## config.mk

```make
export PLATFORM = sky130hd
export DESIGN_NAME = button_conditioner
export DESIGN_NICKNAME = d
export VERILOG_FILES = /design/src/rtl/button_conditioner.sv
export SDC_FILE = /design/constraint.sdc
export NUM_CORES = 1
export LEC_CHECK = 0
export CORE_MARGIN = 2
export CORE_UTILIZATION = 54
export CTS_CLUSTER_SIZE = 30
export DETAILED_ROUTE_END_ITERATION = 6
export PLACE_DENSITY = 0.83
export SYNTH_ARGS = -nofsm -noshare
export SYNTH_HDL_FRONTEND = slang
export SYNTH_SLANG_ARGS = --single-unit
```

## constraint.sdc

```tcl
create_clock -name clk -period 1.9 [get_ports clk]
set_input_delay 0.19 -clock clk [delete_from_list [all_inputs] [get_ports clk]]
set_output_delay 0.19 -clock clk [all_outputs]
set_load 0.01 [all_outputs]
```

## src/rtl/button_conditioner.sv

```systemverilog
// ---------------------------------------------------------------------------
// button_conditioner
//   Conditions two bouncy, asynchronous push-buttons into clean one-cycle
//   command pulses for the calculator state machine. Each button gets its own
//   synchronizer and debounce FSM; a small arbiter keeps the two pulses from
//   ever coinciding.
//
// Ports
//   clk        in   system clock, rising-edge active
//   reset      in   asynchronous active-low reset
//   btn_p_raw  in   raw "advance" button (async, active-high, bouncy)
//   btn_d_raw  in   raw "back" button (async, active-high, bouncy)
//   BP         out  one-cycle pulse per accepted advance press (registered)
//   BD         out  one-cycle pulse per accepted back press (registered)
//   btn_level  out  debounced levels, [1] = advance, [0] = back
// ---------------------------------------------------------------------------

// One debounce channel: two-flop synchronizer followed by a four-state FSM.
// press_o is a combinational request, asserted on the edge that accepts the
// press; the parent registers it.
module button_conditioner_channel #(
    parameter int DEBOUNCE_CYCLES = 1000000
) (
    input  logic clk,
    input  logic reset,
    input  logic raw_i,
    output logic press_o,
    output logic level_o
);

    localparam int CNT_W = $clog2(DEBOUNCE_CYCLES);
    localparam logic [CNT_W-1:0] CNT_MAX  = CNT_W'(DEBOUNCE_CYCLES - 1);
    localparam logic [CNT_W-1:0] CNT_ZERO = '0;
    localparam logic [CNT_W-1:0] CNT_ONE  = CNT_W'(1);

    typedef enum logic [1:0] {
        IDLE,
        PRESS_WAIT,
        PRESSED,
        RELEASE_WAIT
    } state_e;

    state_e           state_q, state_d;
    logic [CNT_W-1:0] cnt_q, cnt_d;
    logic [1:0]       sync_q;
    logic             in_s;

    // NOTE: sequential state uses non-blocking assignments so every flop
    // samples pre-edge values; blocking here would collapse the two
    // synchronizer stages into one.
    always_ff @(posedge clk or negedge reset) begin
        if (!reset) begin
            sync_q  <= 2'b00;
            state_q <= IDLE;
            cnt_q   <= CNT_ZERO;
        end else begin
            sync_q  <= {sync_q[0], raw_i};
            state_q <= state_d;
            cnt_q   <= cnt_d;
        end
    end

    // Only the second synchronizer stage is ever looked at.
    assign in_s = sync_q[1];

    // NOTE: every output of this block gets a default first, so no path
    // leaves a signal unassigned and no latch is inferred.
    always_comb begin
        state_d = state_q;
        cnt_d   = cnt_q;
        press_o = 1'b0;
        unique case (state_q)
            IDLE: begin
                cnt_d = CNT_ZERO;
                if (in_s) state_d = PRESS_WAIT;
            end
            PRESS_WAIT: begin
                if (!in_s) begin
                    state_d = IDLE;
                    cnt_d   = CNT_ZERO;
                end else if (cnt_q == CNT_MAX) begin
                    state_d = PRESSED;
                    cnt_d   = CNT_ZERO;
                    press_o = 1'b1;
                end else begin
                    cnt_d = cnt_q + CNT_ONE;
                end
            end
            PRESSED: begin
                cnt_d = CNT_ZERO;
                if (!in_s) state_d = RELEASE_WAIT;
            end
            RELEASE_WAIT: begin
                if (in_s) begin
                    // Glitch low during a hold: back to PRESSED, no new pulse.
                    state_d = PRESSED;
                    cnt_d   = CNT_ZERO;
                end else if (cnt_q == CNT_MAX) begin
                    state_d = IDLE;
                    cnt_d   = CNT_ZERO;
                end else begin
                    cnt_d = cnt_q + CNT_ONE;
                end
            end
            default: begin
                state_d = IDLE;
                cnt_d   = CNT_ZERO;
            end
        endcase
    end

    assign level_o = (state_q == PRESSED) || (state_q == RELEASE_WAIT);

endmodule

module button_conditioner #(
    parameter int DEBOUNCE_CYCLES = 1000000
) (
    input  logic       clk,
    input  logic       reset,
    input  logic       btn_p_raw,
    input  logic       btn_d_raw,
    output logic       BP,
    output logic       BD,
    output logic [1:0] btn_level
);

    logic req_p, req_d;
    logic lvl_p, lvl_d;
    logic bp_q, bp_d;
    logic bd_q, bd_d;
    logic bd_pending_q, bd_pending_d;
    logic bd_want;

    button_conditioner_channel #(.DEBOUNCE_CYCLES(DEBOUNCE_CYCLES)) u_chan_p (
        .clk     (clk),
        .reset   (reset),
        .raw_i   (btn_p_raw),
        .press_o (req_p),
        .level_o (lvl_p)
    );

    button_conditioner_channel #(.DEBOUNCE_CYCLES(DEBOUNCE_CYCLES)) u_chan_d (
        .clk     (clk),
        .reset   (reset),
        .raw_i   (btn_d_raw),
        .press_o (req_d),
        .level_o (lvl_d)
    );

    // Advance always wins a collision. A back request that loses is parked in
    // a one-deep flag; a further back request while parked merges into it.
    // The channel FSMs never wait on this arbitration.
    always_comb begin
        bd_want      = bd_pending_q | req_d;
        bp_d         = req_p;
        bd_d         = bd_want & ~req_p;
        bd_pending_d = bd_want & req_p;
    end

    always_ff @(posedge clk or negedge reset) begin
        if (!reset) begin
            bp_q         <= 1'b0;
            bd_q         <= 1'b0;
            bd_pending_q <= 1'b0;
        end else begin
            bp_q         <= bp_d;
            bd_q         <= bd_d;
            bd_pending_q <= bd_pending_d;
        end
    end

    assign BP        = bp_q;
    assign BD        = bd_q;
    assign btn_level = {lvl_p, lvl_d};

endmodule

```

==> results of run 1 <==
## per-layer routing
layer / track usage / wire [um] / up-vias / part of all wire
met5: 0 / 0 / - / 0
met4: 0.0901 / 94 / 0 / 0.020
met3: 0.0427 / 159 / 12 / 0.034
met2: 0.335 / 2470 / 37 / 0.52
met1: 0.236 / 1990 / 897 / 0.42
li1: - / - / 905 / -
## registers in the layout (all words and copies together) (netlist names), named ones only
register	count
u_chan_d.cnt_q	20
u_chan_d.sync_q	2
bd_pending_q	1
u_chan_p.state_q	1
u_chan_p.cnt_q	20
u_chan_d.state_q	1
BP	1
u_chan_p.sync_q	2
BD	1
## cell type report
cell class                      count  area, um^2
Inverter                            5        18.8
Multi-Input combinational cell    175        1110
Fill cell                         329        1530
Sequential cell                    51        1280
Timing Repair Buffer               27         246
Tap cell                           52        65.1
Clock buffer                        8         100
## worst paths after layout
| check | from | end | slack, ns | cells past startpoint |
|---|---|---|---|---|
| min | btn_p_raw | u_chan_p.sync_q[0]$_DFF_PN0_ | 0.33 | 1 |
| min in group asynchronous | reset | u_chan_d.cnt_q[19]$_DFF_PN0_ | 0.36 | 2 |
| max | u_chan_d.cnt_q[2]$_DFF_PN0_ | u_chan_d.cnt_q[15]$_DFF_PN0_ | 0.06 | 5 |
| max in group asynchronous | reset | u_chan_p.cnt_q[9]$_DFF_PN0_ | 0.95 | 3 |
| max reg2reg | u_chan_d.cnt_q[2]$_DFF_PN0_ | u_chan_d.cnt_q[15]$_DFF_PN0_ | 0.06 | 5 |
| min reg2reg | u_chan_d.sync_q[0]$_DFF_PN0_ | u_chan_d.sync_q[1]$_DFF_PN0_ | 0.36 | 0 |
## power by group through the flow
stage | registers, mW | logic (mW) | clock network [mW]
3_3_place_gp | 1.12 | 0.0671 | 0
2_1_floorplan | 1.12 | 0.0248 | 0
3_5_place_dp | 1.12 | 0.0688 | 0
4_1_cts | 1.10 | 0.0703 | 0.685
6_report | 1.10 | 0.0695 | 0.668
5_1_grt | 1.10 | 0.0795 | 0.721
## cell usage in the layout, fill, tap and decap left out, drive strengths merged
cell type      count
a21o               2
a21oi             12
a31oi              1
and2               3
and3               5
and3b              1
and4               2
and4b              2
buf               20
clkbuf             8
clkdlybuf4s50      6
dfrtp             51
dlygate4sd3        1
ha                 2
inv                5
mux2               2
nand2             13
nand3             19
nand3b             2
nand4              8
nand4b             1
nor2              34
nor2b              2
nor3               4
nor4               9
o21ai              7
o31ai              5
or3                6
or4                7
xnor2             15
xor2              11
## kinds of logic after synthesis
family                   after synthesis  synth area share
AO/OA/AOI/OAI                         27            0.0638
XOR/XNOR                              26            0.0937
adder cells (fa/ha/maj)                2            0.0103
buffers and inverters                 14            0.0278
flip-flops                            51             0.525
multiplexers                           2           0.00926
AND/OR/NAND/NOR                      118             0.270
## worst max-delay path, stage by stage (launching register included)
cell and delay (ns):
sky130_fd_sc_hd__dfrtp_1 0.44, sky130_fd_sc_hd__nand4_2 0.14, sky130_fd_sc_hd__or4_4 0.57, sky130_fd_sc_hd__buf_4 0.16, sky130_fd_sc_hd__or3_1 0.35, sky130_fd_sc_hd__a21oi_1 0.13
## timing repair
item	4_1_cts	5_1_grt
hold buffers	1	0
pin swaps	0	5
resized for setup	1	9
setup endpoints to repair	1	25
buffers inserted	0	2
hold endpoints to repair	19	0
==> results.md, run 1 <==
- The run finished with clean final reports.
- In this run the horizontal extent of the chip is 71.1 um.
- Counting every sink on the clock net gives 51.
- At the end of the flow, the number of nets in the layout was ~270.
- The DRC marker count from the first detailed-route iteration is 114.
- The non-filler instance count after layout is 318.
- The largest net degree at the start of global routing is 22.
- The synthesized flop and latch total is 51.
- The smallest hold slack is 0.327 ns.
- For this run, the register share of the synthesized area comes to 0.525.
- Including well taps, the total number of placed cells is just over 300.
- The number of nets with antenna violations after routing is 0.
- The number of antenna diodes in the final layout is 0.
- The post-detailed-route DRC marker count is 0.
- The clock reaches the later pin of the worst-skew pair after 0.31 ns.
- The share of synthesized area in the top cell type comes to 0.525.
- The cell count after synthesis came out at between 200 and 250.
- The synthesized cell area is 2430 um^2.
- At the placement stage, the worst setup path has a slack of 0.0421 ns.
- The number of max-slew violations in the final report came to 0.
- Summed over all layers, the routed wires come to 4.71 mm.
- At the pin with the least slew margin, the transition time is 0.551 ns.
- The number of flops mapped to enable cells by yosys is 0.
- The die outline height is 71.1 um.
- The number of ports placed on the die boundary is 8.
- For the worst setup path, the data arrival time is 2.08 ns.
- The routed layout has 1,851 vias.
- Internal power comes to 1.45 mW.
- The library cell occupying the most area in the post-synthesis netlist is sky130_fd_sc_hd__dfrtp_1.
- The global-route wire length before repair is 7.65 mm.
- The initial utilization of the core area, before any placement, comes to 0.558.
- After synthesis, the mean cell area works out to 10.1 um^2.
- Of the total power, the share spent switching nets is 0.210.
- In the final routed layout, each cell accounts on average for 14.8 um.
- The post-detailed-route via-to-cell ratio is 5.82.
- The primary flip-flop cell chosen by synthesis mapping is sky130_fd_sc_hd__dfrtp_1.
- The share of total power dissipated in the clock network is 0.363.
- The number of hold violations in the final report is 0.
- The global-route total usage across every layer is 0.196.
- TritonCTS built the clock tree.
- After synthesis, the most frequently instantiated cells are 51 x sky130_fd_sc_hd__dfrtp_1, 34 x sky130_fd_sc_hd__nor2_1, 16 x sky130_fd_sc_hd__nand3_1.
- The growth of design area from synthesis to finish is 16.1%.
- By instance count, the leading cell after synthesis is sky130_fd_sc_hd__dfrtp_1.
- The number of global-route vias before repair came to between 1.5k and 2k.
- The placed cell area is 2670 um^2.
- The core region is 4350 um^2.
- The net count of the mapped netlist is 246.
- During synthesis, Yosys emitted a total of 0 warnings.
- Derived from the worst setup path, the maximum achievable clock frequency is 543 MHz.
- The final count of negative-setup-slack endpoints is 0.
- The first detailed-routing pass ran for 5 iterations.
- The proportion of register bits with asynchronous set or reset after synthesis is 1.00.
- Between clock sinks in the finished design, the worst skew comes to 0.0112 ns.
- Across the run, the number of max-cap violations was 0.
- Clock-pin slew was measured on the worst setup and hold paths at 0.09 ns.
- The design area is 2820 um^2.
- The number of H-tree levels is 2.
- The clock passes through at most 2 buffers.
- The combinational cell fraction of total power is 0.038.
- The congestion estimate from routability-driven global placement came to around 0.82.
- The power per cell area is 652 nW/um^2.
- The floorplan step defined a die boundary enclosing 5050 um^2.
- After routing, the total negative slack on setup checks comes to 0 ns.
- The total overflow left after global routing is 0.
- The power consumption is 1.84 mW.
- The number of port buffers is 7.
- The final critical-path share of the clock period is 0.969.
- Counting I/O delays and the setup requirement, the final critical path takes 1.84 ns.
- The type of origin of the critical path is a flop.
- The floorplan has 24 rows.
- The utilization of the core after routing is 0.648.
- The fraction of final layout cells with drive strength greater than 1 is 0.169.
- In the post-route analysis, the smallest setup slack over all paths is 0.0580 ns.
- The root buffer cell chosen for the clock tree is sky130_fd_sc_hd__clkbuf_8.
- The largest fanout on the critical path is 4.
- Headroom to the max-slew limit came out at 0.629.
- The tightest min-delay check is of the in2reg type.
- The initial antenna violation count is 0.
- The number of buffers inserted during clock tree synthesis is 5.
- The peak supply drop is roughly 0.64 mV.
- The capturing element type of the critical path is a flop.
- The final HPWL from detailed placement is around 3.3 mm.
- The setup path with the least slack is of type reg2reg.
- In the post-synthesis netlist, the biggest area contributors are sky130_fd_sc_hd__dfrtp_1 52%, sky130_fd_sc_hd__xnor2_1 5.4%, sky130_fd_sc_hd__nor2_1 5.2%, sky130_fd_sc_hd__xor2_1 4.0%, sky130_fd_sc_hd__nand3_1 3.3%.
- The proportion of power drawn by flip-flops and latches is 0.599.
- The total net switching power is 387 uW.
- The required time of the critical path is between 2 and 2.5 ns.
- Summed over all cells, the static leakage comes to 1.13 nW.
- Synthesis instantiated 35 different standard cells from the library.
No activity file was read; power rests on OpenSTA's default activity.
==> run 2, diff against run 1 <==
--- a/config.mk
+++ b/config.mk
@@ -9,6 +9,7 @@
 export CORE_UTILIZATION = 54
 export CTS_CLUSTER_SIZE = 30
 export DETAILED_ROUTE_END_ITERATION = 6
+export GPL_TIMING_DRIVEN = 0
 export PLACE_DENSITY = 0.83
 export SYNTH_ARGS = -nofsm -noshare
 export SYNTH_HDL_FRONTEND = slang
==> run 2 against run 1 <==
Sequential cell count unchanged. Register-to-register slack got worse by 0.05 ns. Sequential share of layout area is 0.77 points lower. Routed wire length decreased by 0.17%. Largest cell class unchanged. Clock-buffer cell count fell by 3. Design area grew 2.2%. Global-route usage increased by 0.73 points.
==> results.md, run 2 (same netlist as run 1, synthesis figures left out) <==
- The number of ports placed on the die boundary is 8 (unchanged).
- The power per cell area is 708 nW/um^2 (+8.5%).
- The final worst clock skew is 0.00515 ns (-0.00608 ns).
- The highest-delay cell along the critical path is sky130_fd_sc_hd__or4_4.
- Compared with the post-synthesis result, the final layout area differs by 18.7%.
- The routed wire length per instance came to 14.8 um (+0.15%).
- The critical path goes through nand3_4 -> or4_4 -> or4_4 -> a21oi_2.
- The global-route congestion overflow total came to 0 (unchanged).
- The largest fanout on the critical path came to 10 (+6).
- The utilization of the core after routing was 0.663 (+0.0144).
- The total number of vias is 1,847 (-0.22%).
- The library cell used most frequently in the layout, excluding fill and tap cells, is sky130_fd_sc_hd__dfrtp_1.
- The leakage power was 1.16 nW (+2.2%).
- The diode insertion count for antenna repair is 0 (unchanged).
- The number of nets in the finished design was 270 (-0.37%).
- The cell that appears most often on the critical path is sky130_fd_sc_hd__or4_4.
- The global-route total usage across every layer is 0.203 (+0.00733).
- The initial antenna violation count is 0 (unchanged).
- The peak supply drop was 0.434 mV (-32%).
- The chip width is 71.1 um (unchanged).
- The source-to-sink clock delay at the later pin of the worst-skew pair is 0.30 ns (about the same).
- In the final layout, the registers with the most flip-flops are u_chan_d.cnt_q: 20 flops, u_chan_p.cnt_q: 20 flops.
- The fraction of final layout cells with drive strength greater than 1 is 0.181 (+0.0120).
- In this run the worst setup path begins at u_chan_d.cnt_q[5]$_DFF_PN0_.
- The critical register-to-register path endpoint is u_chan_d.cnt_q[19]$_DFF_PN0_.
- The critical path endpoint is u_chan_d.cnt_q[19]$_DFF_PN0_.
- The signal arrival time at the worst endpoint came to 2.12 ns (+0.04 ns).
- The clock sink count is 51 (unchanged).
- The total of max-cap violations was 0 (unchanged).
- The largest net degree at the start of global routing was 33 (+50%).
- The final HPWL from detailed placement is 3.10 mm (-7.4%).
- The number of max-slew violations in the final report was 0 (unchanged).
- The transition at the pin with the smallest max-transition slack is 0.492 ns (-0.0590 ns).
- The final critical-path share of the clock period is 0.994 (+0.0248).
- The die outline height is 71.1 um (unchanged).
- The maximum clock insertion buffer count is 2 (unchanged).
- The min-delay analysis places its worst path in the category in2reg.
- The TritonCTS clock tree is done.
- Setup repair after global routing could not meet its margin everywhere.
- In the layout the commonest cells are 44 x sky130_fd_sc_hd__dfrtp_1, 34 x sky130_fd_sc_hd__nor2_1, 16 x sky130_fd_sc_hd__nand3_1.
- STA classifies the critical path endpoint as a flop.
- The DRC marker count from the first detailed-route iteration was 100 (-12%).
- The class of the most critical setup path is reg2reg.
- The overall die area is 5050 um^2 (unchanged).
- The number of global-route vias before repair is 1,852 (+8.4%).
- The total core area is 4350 um^2 (unchanged).
- The first-pass detailed-route iteration total was 4 (-1).
- The number of buffers inserted during clock tree synthesis was 5 (unchanged).
- The power consumption is 2.04 mW (+11%).
- The cell sitting at the root of the clock tree is a sky130_fd_sc_hd__clkbuf_8.
- The cell class contributing the biggest share of worst-path delay is simple AND/OR/NAND/NOR gates.
- The critical path depth is 4 (-1).
- STA classifies the critical path startpoint as a flop.
- The number of nets with antenna violations after routing is 0 (unchanged).
- The starting utilization of the core area is 0.558 (unchanged).
- The number of buffer and inverter stages on the critical path is 0 (-1).
- The relative max-transition margin is 0.669 (+0.0397).
- The post-CTS clock slew at the launch and capture registers of the worst setup and hold paths is 0.09 ns (about the same).
- The post-detailed-route via-to-cell ratio is 5.83 (about the same).
- The flow ran to the end, and the final reports show no timing, DRC or antenna violations.
- The largest incremental delay on the critical path is 0.58 ns (about the same).
- The number of port buffers is 7 (unchanged).
- The non-filler instance count after layout is 317 (-0.31%).
- The clock period minus final worst setup slack is 1.89 ns (+0.0471 ns).
- The number of H-tree levels is 2 (unchanged).
- The startpoint identified for the worst register-to-register timing path is u_chan_d.cnt_q[5]$_DFF_PN0_.
- The final count of negative-setup-slack endpoints came to 0 (unchanged).
- The maximum achievable frequency is 529 MHz (-2.5%).
- The required time of the critical path was 2.13 ns (about the same).
- The logic depth of the worst register-to-register path is 4 (-1).
- The post-detailed-routing wire length was 4.71 mm (-0.17%).
- The number of cell rows is 24 (unchanged).
- The global-route wire length before repair is 8.16 mm (+6.6%).
- The number of hold violations in the final report came to 0 (unchanged).
- The final weighted congestion in routability-driven placement is 0.853 (+3.5%).
- The post-detailed-route DRC marker count is 0 (unchanged).
- The total placed cells including tap cells is 300 (-2.3%).
- The slack of the worst reg-to-reg path is 0.01 ns (-0.05 ns).
run 2: cell count changes in the layout (fill, tap and decap cells not counted), moves of 3 or more:
| cell | before | now |
|---|---|---|
| sky130_fd_sc_hd__clkbuf_2 | 0 | 3 |
| sky130_fd_sc_hd__buf_4 | 16 | 11 |
| sky130_fd_sc_hd__dfrtp_1 | 49 | 44 |
| sky130_fd_sc_hd__dfrtp_2 | 2 | 7 |
run 2: stage by stage:
stage               hold WS [ns]  area (um^2)  setup TNS (ns)  setup slack (ns)
floorplan                 -0.106         2430               0           0.00787
global placement           0.333         2570          -45.95            -0.793
detailed placement         0.167         2580           -6.32            -0.316
CTS                        0.314         2770          -0.137           -0.0685
global route               0.318         2890         -0.0784           -0.0465
finish                     0.320         2890               0            0.0110
run 2: worst register-to-register path, stage by stage (launching register included):
cell                      delay [ns]
sky130_fd_sc_hd__dfrtp_1        0.43
sky130_fd_sc_hd__nand3_4        0.15
sky130_fd_sc_hd__or4_4          0.59
sky130_fd_sc_hd__or4_4          0.51
sky130_fd_sc_hd__a21oi_2        0.15
run 2: worst min path at each step:
stage,start,end,cells after the start
floorplan,reset,BD$_DFF_PN0_,0
global placement,u_chan_d.sync_q[0]$_DFF_PN0_,u_chan_d.sync_q[1]$_DFF_PN0_,0
detailed placement,reset,u_chan_d.cnt_q[4]$_DFF_PN0_,1
CTS,btn_p_raw,u_chan_p.sync_q[0]$_DFF_PN0_,1
global route,btn_d_raw,u_chan_d.sync_q[0]$_DFF_PN0_,1
finish,btn_d_raw,u_chan_d.sync_q[0]$_DFF_PN0_,1
run 2: routing by layer:
metal	global-route usage	wire [um]
met2	0.343	2470
met4	0.0839	84
met3	0.0413	123
met5	0	0
met1	0.255	2030
run 2: repair_timing:
item | 4_1_cts | 5_1_grt
gates resized for setup | 9 | 14
gates cloned | 0 | 0
hold endpoints to repair | 19 | 0
hold buffers | 1 | 0
setup endpoints to repair | 43 | 23
buffers inserted | 2 | 7
pin swaps | 0 | 7
run 2: area by class of cell:
type                            count  area, um^2
Buffer                              8        48.8
Fill cell                         331        1470
Sequential cell                    51        1280
Inverter                            5        18.8
Timing Repair Buffer               18         163
Clock inverter                      3        67.6
Tap cell                           52        65.1
Clock buffer                        5        68.8
Multi-Input combinational cell    175        1170
run 2: report_power, final:
group / total (mW) / internal [mW] / switching, mW
Sequential: 1.10 / 1.10 / 0.00946
Combinational: 0.0668 / 0.0240 / 0.0428
Clock: 0.871 / 0.525 / 0.346
Total: 2.04 / 1.64 / 0.399
==> run 3, diff against run 2 <==
--- a/config.mk
+++ b/config.mk
@@ -11,6 +11,7 @@
 export DETAILED_ROUTE_END_ITERATION = 6
 export GPL_TIMING_DRIVEN = 0
 export PLACE_DENSITY = 0.83
+export RECOVER_POWER = 50
 export SYNTH_ARGS = -nofsm -noshare
 export SYNTH_HDL_FRONTEND = slang
 export SYNTH_SLANG_ARGS = --single-unit
==> run 3 against run 2 <==
Clock-buffer cell count unchanged. Clock skew about the same. First-iteration DRC count unchanged. Non-clock buffer count unchanged. Register-to-register slack about the same. Core utilization about the same. Die area unchanged. Critical path depth unchanged. Setup slack about the same. Sequential power about the same. Sequential share of layout area about the same. Critical endpoint unchanged. Largest cell class unchanged.
==> results.md, run 3 (same netlist as run 1, synthesis figures left out) <==
- The diode insertion count for antenna repair is 0 (unchanged).
- The final weighted congestion in routability-driven placement was 0.853 (unchanged).
- The number of H-tree levels came to 2 (unchanged).
- The capturing element type of the critical path is a flop.
- The number of nets with antenna violations after routing is 0 (unchanged).
- The number of buffers inserted during clock tree synthesis is 5 (unchanged).
- The total number of vias is 1,840 (-0.38%).
- The clock sink count was 51 (unchanged).
- Setup repair after global routing could not meet its margin everywhere.
- The worst slack after detailed placement is -0.316 ns (unchanged).
- The global-route wire length before repair is 8.16 mm (unchanged).
- The post-detailed-routing wire length was 4.70 mm (about the same).
- The relative max-transition margin was 0.257 (-0.412).
- The overall die area is 5050 um^2 (unchanged).
- The initial antenna violation count is 0 (unchanged).
- The number of ports placed on the die boundary is 8 (unchanged).
- The post-CTS clock slew at the launch and capture registers of the worst setup and hold paths is 0.09 ns (about the same).
- The library cells used most frequently in the layout, excluding fill and tap cells, are 44 x sky130_fd_sc_hd__dfrtp_1, 34 x sky130_fd_sc_hd__nor2_1, 16 x sky130_fd_sc_hd__nand3_1.
- The tree is rooted in a sky130_fd_sc_hd__clkbuf_8.
- The largest net degree at the start of global routing is 33 (unchanged).
- The largest incremental delay on the critical path came to 0.58 ns (about the same).
- The leakage power is 1.15 nW (-0.19%).
- The power consumption is 2.04 mW (about the same).
- The routed wire length per instance is 14.8 um (about the same).
- The global-route congestion overflow total is 0 (unchanged).
- Traced cell by cell, the critical path runs through nand3_4 -> or4_4 -> or4_4 -> a21oi_2.
- The DRC marker count from the first detailed-route iteration was 100 (unchanged).
- By startpoint and endpoint, the worst setup path is classified as reg2reg.
- The maximum achievable frequency is 530 MHz (about the same).
- The total placed cells including tap cells is 300 (unchanged).
- Broken down by cell family, the worst path's largest delay share belongs to simple AND/OR/NAND/NOR gates.
- The post-detailed-route DRC marker count is 0 (unchanged).
- The chip width is 71.1 um (unchanged).
- The number of port buffers is 7 (unchanged).
- The TritonCTS clock tree is done.
- The fraction of final layout cells with drive strength greater than 1 is 0.177 (-0.00377).
- The total core area is 4350 um^2 (unchanged).
- The number of max-slew violations in the final report was 0 (unchanged).
- The smallest hold slack came to 0.360 ns (+0.0397 ns).
- The most used cell along the critical path is sky130_fd_sc_hd__or4_4.
- The first-pass detailed-route iteration total came to 4 (unchanged).
- The largest fanout on the critical path is 10 (unchanged).
- The final critical-path share of the clock period is 0.994 (about the same).
- The peak supply drop is 0.434 mV (unchanged).
- The final count of negative-setup-slack endpoints is 0 (unchanged).
- The number of global-route vias before repair is 1,852 (unchanged).
- The growth of design area from synthesis to finish was 18.6% (about the same).
- The clock period minus final worst setup slack is 1.89 ns (-0.000496 ns).
- The final HPWL from detailed placement is 3.10 mm (unchanged).
- The post-detailed-route via-to-cell ratio is 5.80 (-0.38%).
- The number of nets in the finished design came to 270 (unchanged).
- The largest registers in the layout are u_chan_d.cnt_q: 20 flops, u_chan_p.cnt_q: 20 flops.
- The number of hold violations in the final report is 0 (unchanged).
- The non-filler instance count after layout is 317 (unchanged).
- The transition at the pin with the smallest max-transition slack is 1.12 ns (+0.623 ns).
- The total of max-cap violations is 0 (unchanged).
- The signal arrival time at the worst endpoint is 2.12 ns (about the same).
- The kind of path behind the tightest hold check is reg2reg.
- The type of origin of the critical path is a flop.
- The required time of the critical path is 2.13 ns (about the same).
- The source-to-sink clock delay at the later pin of the worst-skew pair is 0.30 ns (about the same).
- The global-route total usage across every layer came to 0.203 (unchanged).
- The power per cell area was 708 nW/um^2 (about the same).
- The die outline height is 71.1 um (unchanged).
- The final worst clock skew came to 0.00514 ns (-0.00000366 ns).
- For this design, the slowest cell found on the critical path is sky130_fd_sc_hd__or4_4.
- The post-route worst setup slack is 0.0115 ns (+0.000496 ns).
- The starting utilization of the core area is 0.558 (unchanged).
- The maximum clock insertion buffer count is 2 (unchanged).
- The most common cell after layout, fill and taps aside is sky130_fd_sc_hd__dfrtp_1.
- The number of buffer and inverter stages on the critical path came to 0 (unchanged).
- The number of cell rows came to 24 (unchanged).
- The run finished with clean final reports.
## run 3: cell types whose count changed in the layout (fill, tap and decap cells not counted), sizes merged
cell / delta
dlygate4sd3: +2
buf: -1
clkbuf: +1
clkdlybuf4s50: -2
## run 3: repair_timing
action | 4_1_cts | 5_1_grt
hold endpoints to repair | 19 | 0
gates resized for setup | 9 | 14
endpoints found under the setup margin | 43 | 23
hold buffers | 1 | 0
buffers inserted | 2 | 7
pin swaps | 0 | 7
## run 3: routing by layer
layer | track usage | vias to the layer above | share of wire
li1 | - | 899 | -
met1 | 0.255 | 906 | 0.43
met5 | 0 | - | 0
met3 | 0.0413 | 8 | 0.026
met2 | 0.343 | 27 | 0.53
met4 | 0.0839 | 0 | 0.018
## run 3: worst reg2reg max path, delay by kind of cell, from the launching register on
family	cells	cell delay, ns
simple gates	3	1.25
flops	1	0.43
compound gates	1	0.15
## run 3: area by class of cell
class / count / area (um^2)
clock inverters: 3 / 67.6
repair buffers: 18 / 161
multi-input cells: 175 / 1170
well taps: 52 / 65.1
fillers: 330 / 1470
inverters: 5 / 18.8
flip-flops and latches: 51 / 1280
plain buffers: 8 / 48.8
clock buffers: 5 / 68.8
## run 3: path summary, 6_finish.rpt
check                                             startpoint                            to  slack [ns]  cells after the start
worst max-delay path             u_chan_d.cnt_q[5]$_DFF_PN0_  u_chan_d.cnt_q[19]$_DFF_PN0_        0.01                      4
worst min-delay path            u_chan_d.sync_q[0]$_DFF_PN0_  u_chan_d.sync_q[1]$_DFF_PN0_        0.36                      0
worst max register to register   u_chan_d.cnt_q[5]$_DFF_PN0_  u_chan_d.cnt_q[19]$_DFF_PN0_        0.01                      4
worst min register to register  u_chan_d.sync_q[0]$_DFF_PN0_  u_chan_d.sync_q[1]$_DFF_PN0_        0.36                      0
max in group asynchronous                              reset   u_chan_d.cnt_q[8]$_DFF_PN0_        0.55                      2
min in group asynchronous                              reset   u_chan_d.cnt_q[6]$_DFF_PN0_        0.61                      2
## run 3: stage by stage
step | setup TNS, ns | cell area, um^2 | utilization
final | 0 | 2880 | 0.662
after global routing | -0.0784 | 2880 | 0.662
after global placement | -45.95 | 2570 | 0.589
after CTS | -0.137 | 2770 | 0.636
after floorplan | 0 | 2430 | -
after detailed placement | -6.32 | 2580 | 0.593
## run 3: power breakdown
group | switching (mW) | internal, mW | total [mW] | leakage (nW)
registers | 0.00946 | 1.10 | 1.10 | 0.685
logic | 0.0428 | 0.0229 | 0.0657 | 0.405
clock network | 0.346 | 0.525 | 0.871 | 0.0644
total | 0.399 | 1.64 | 2.04 | 1.15
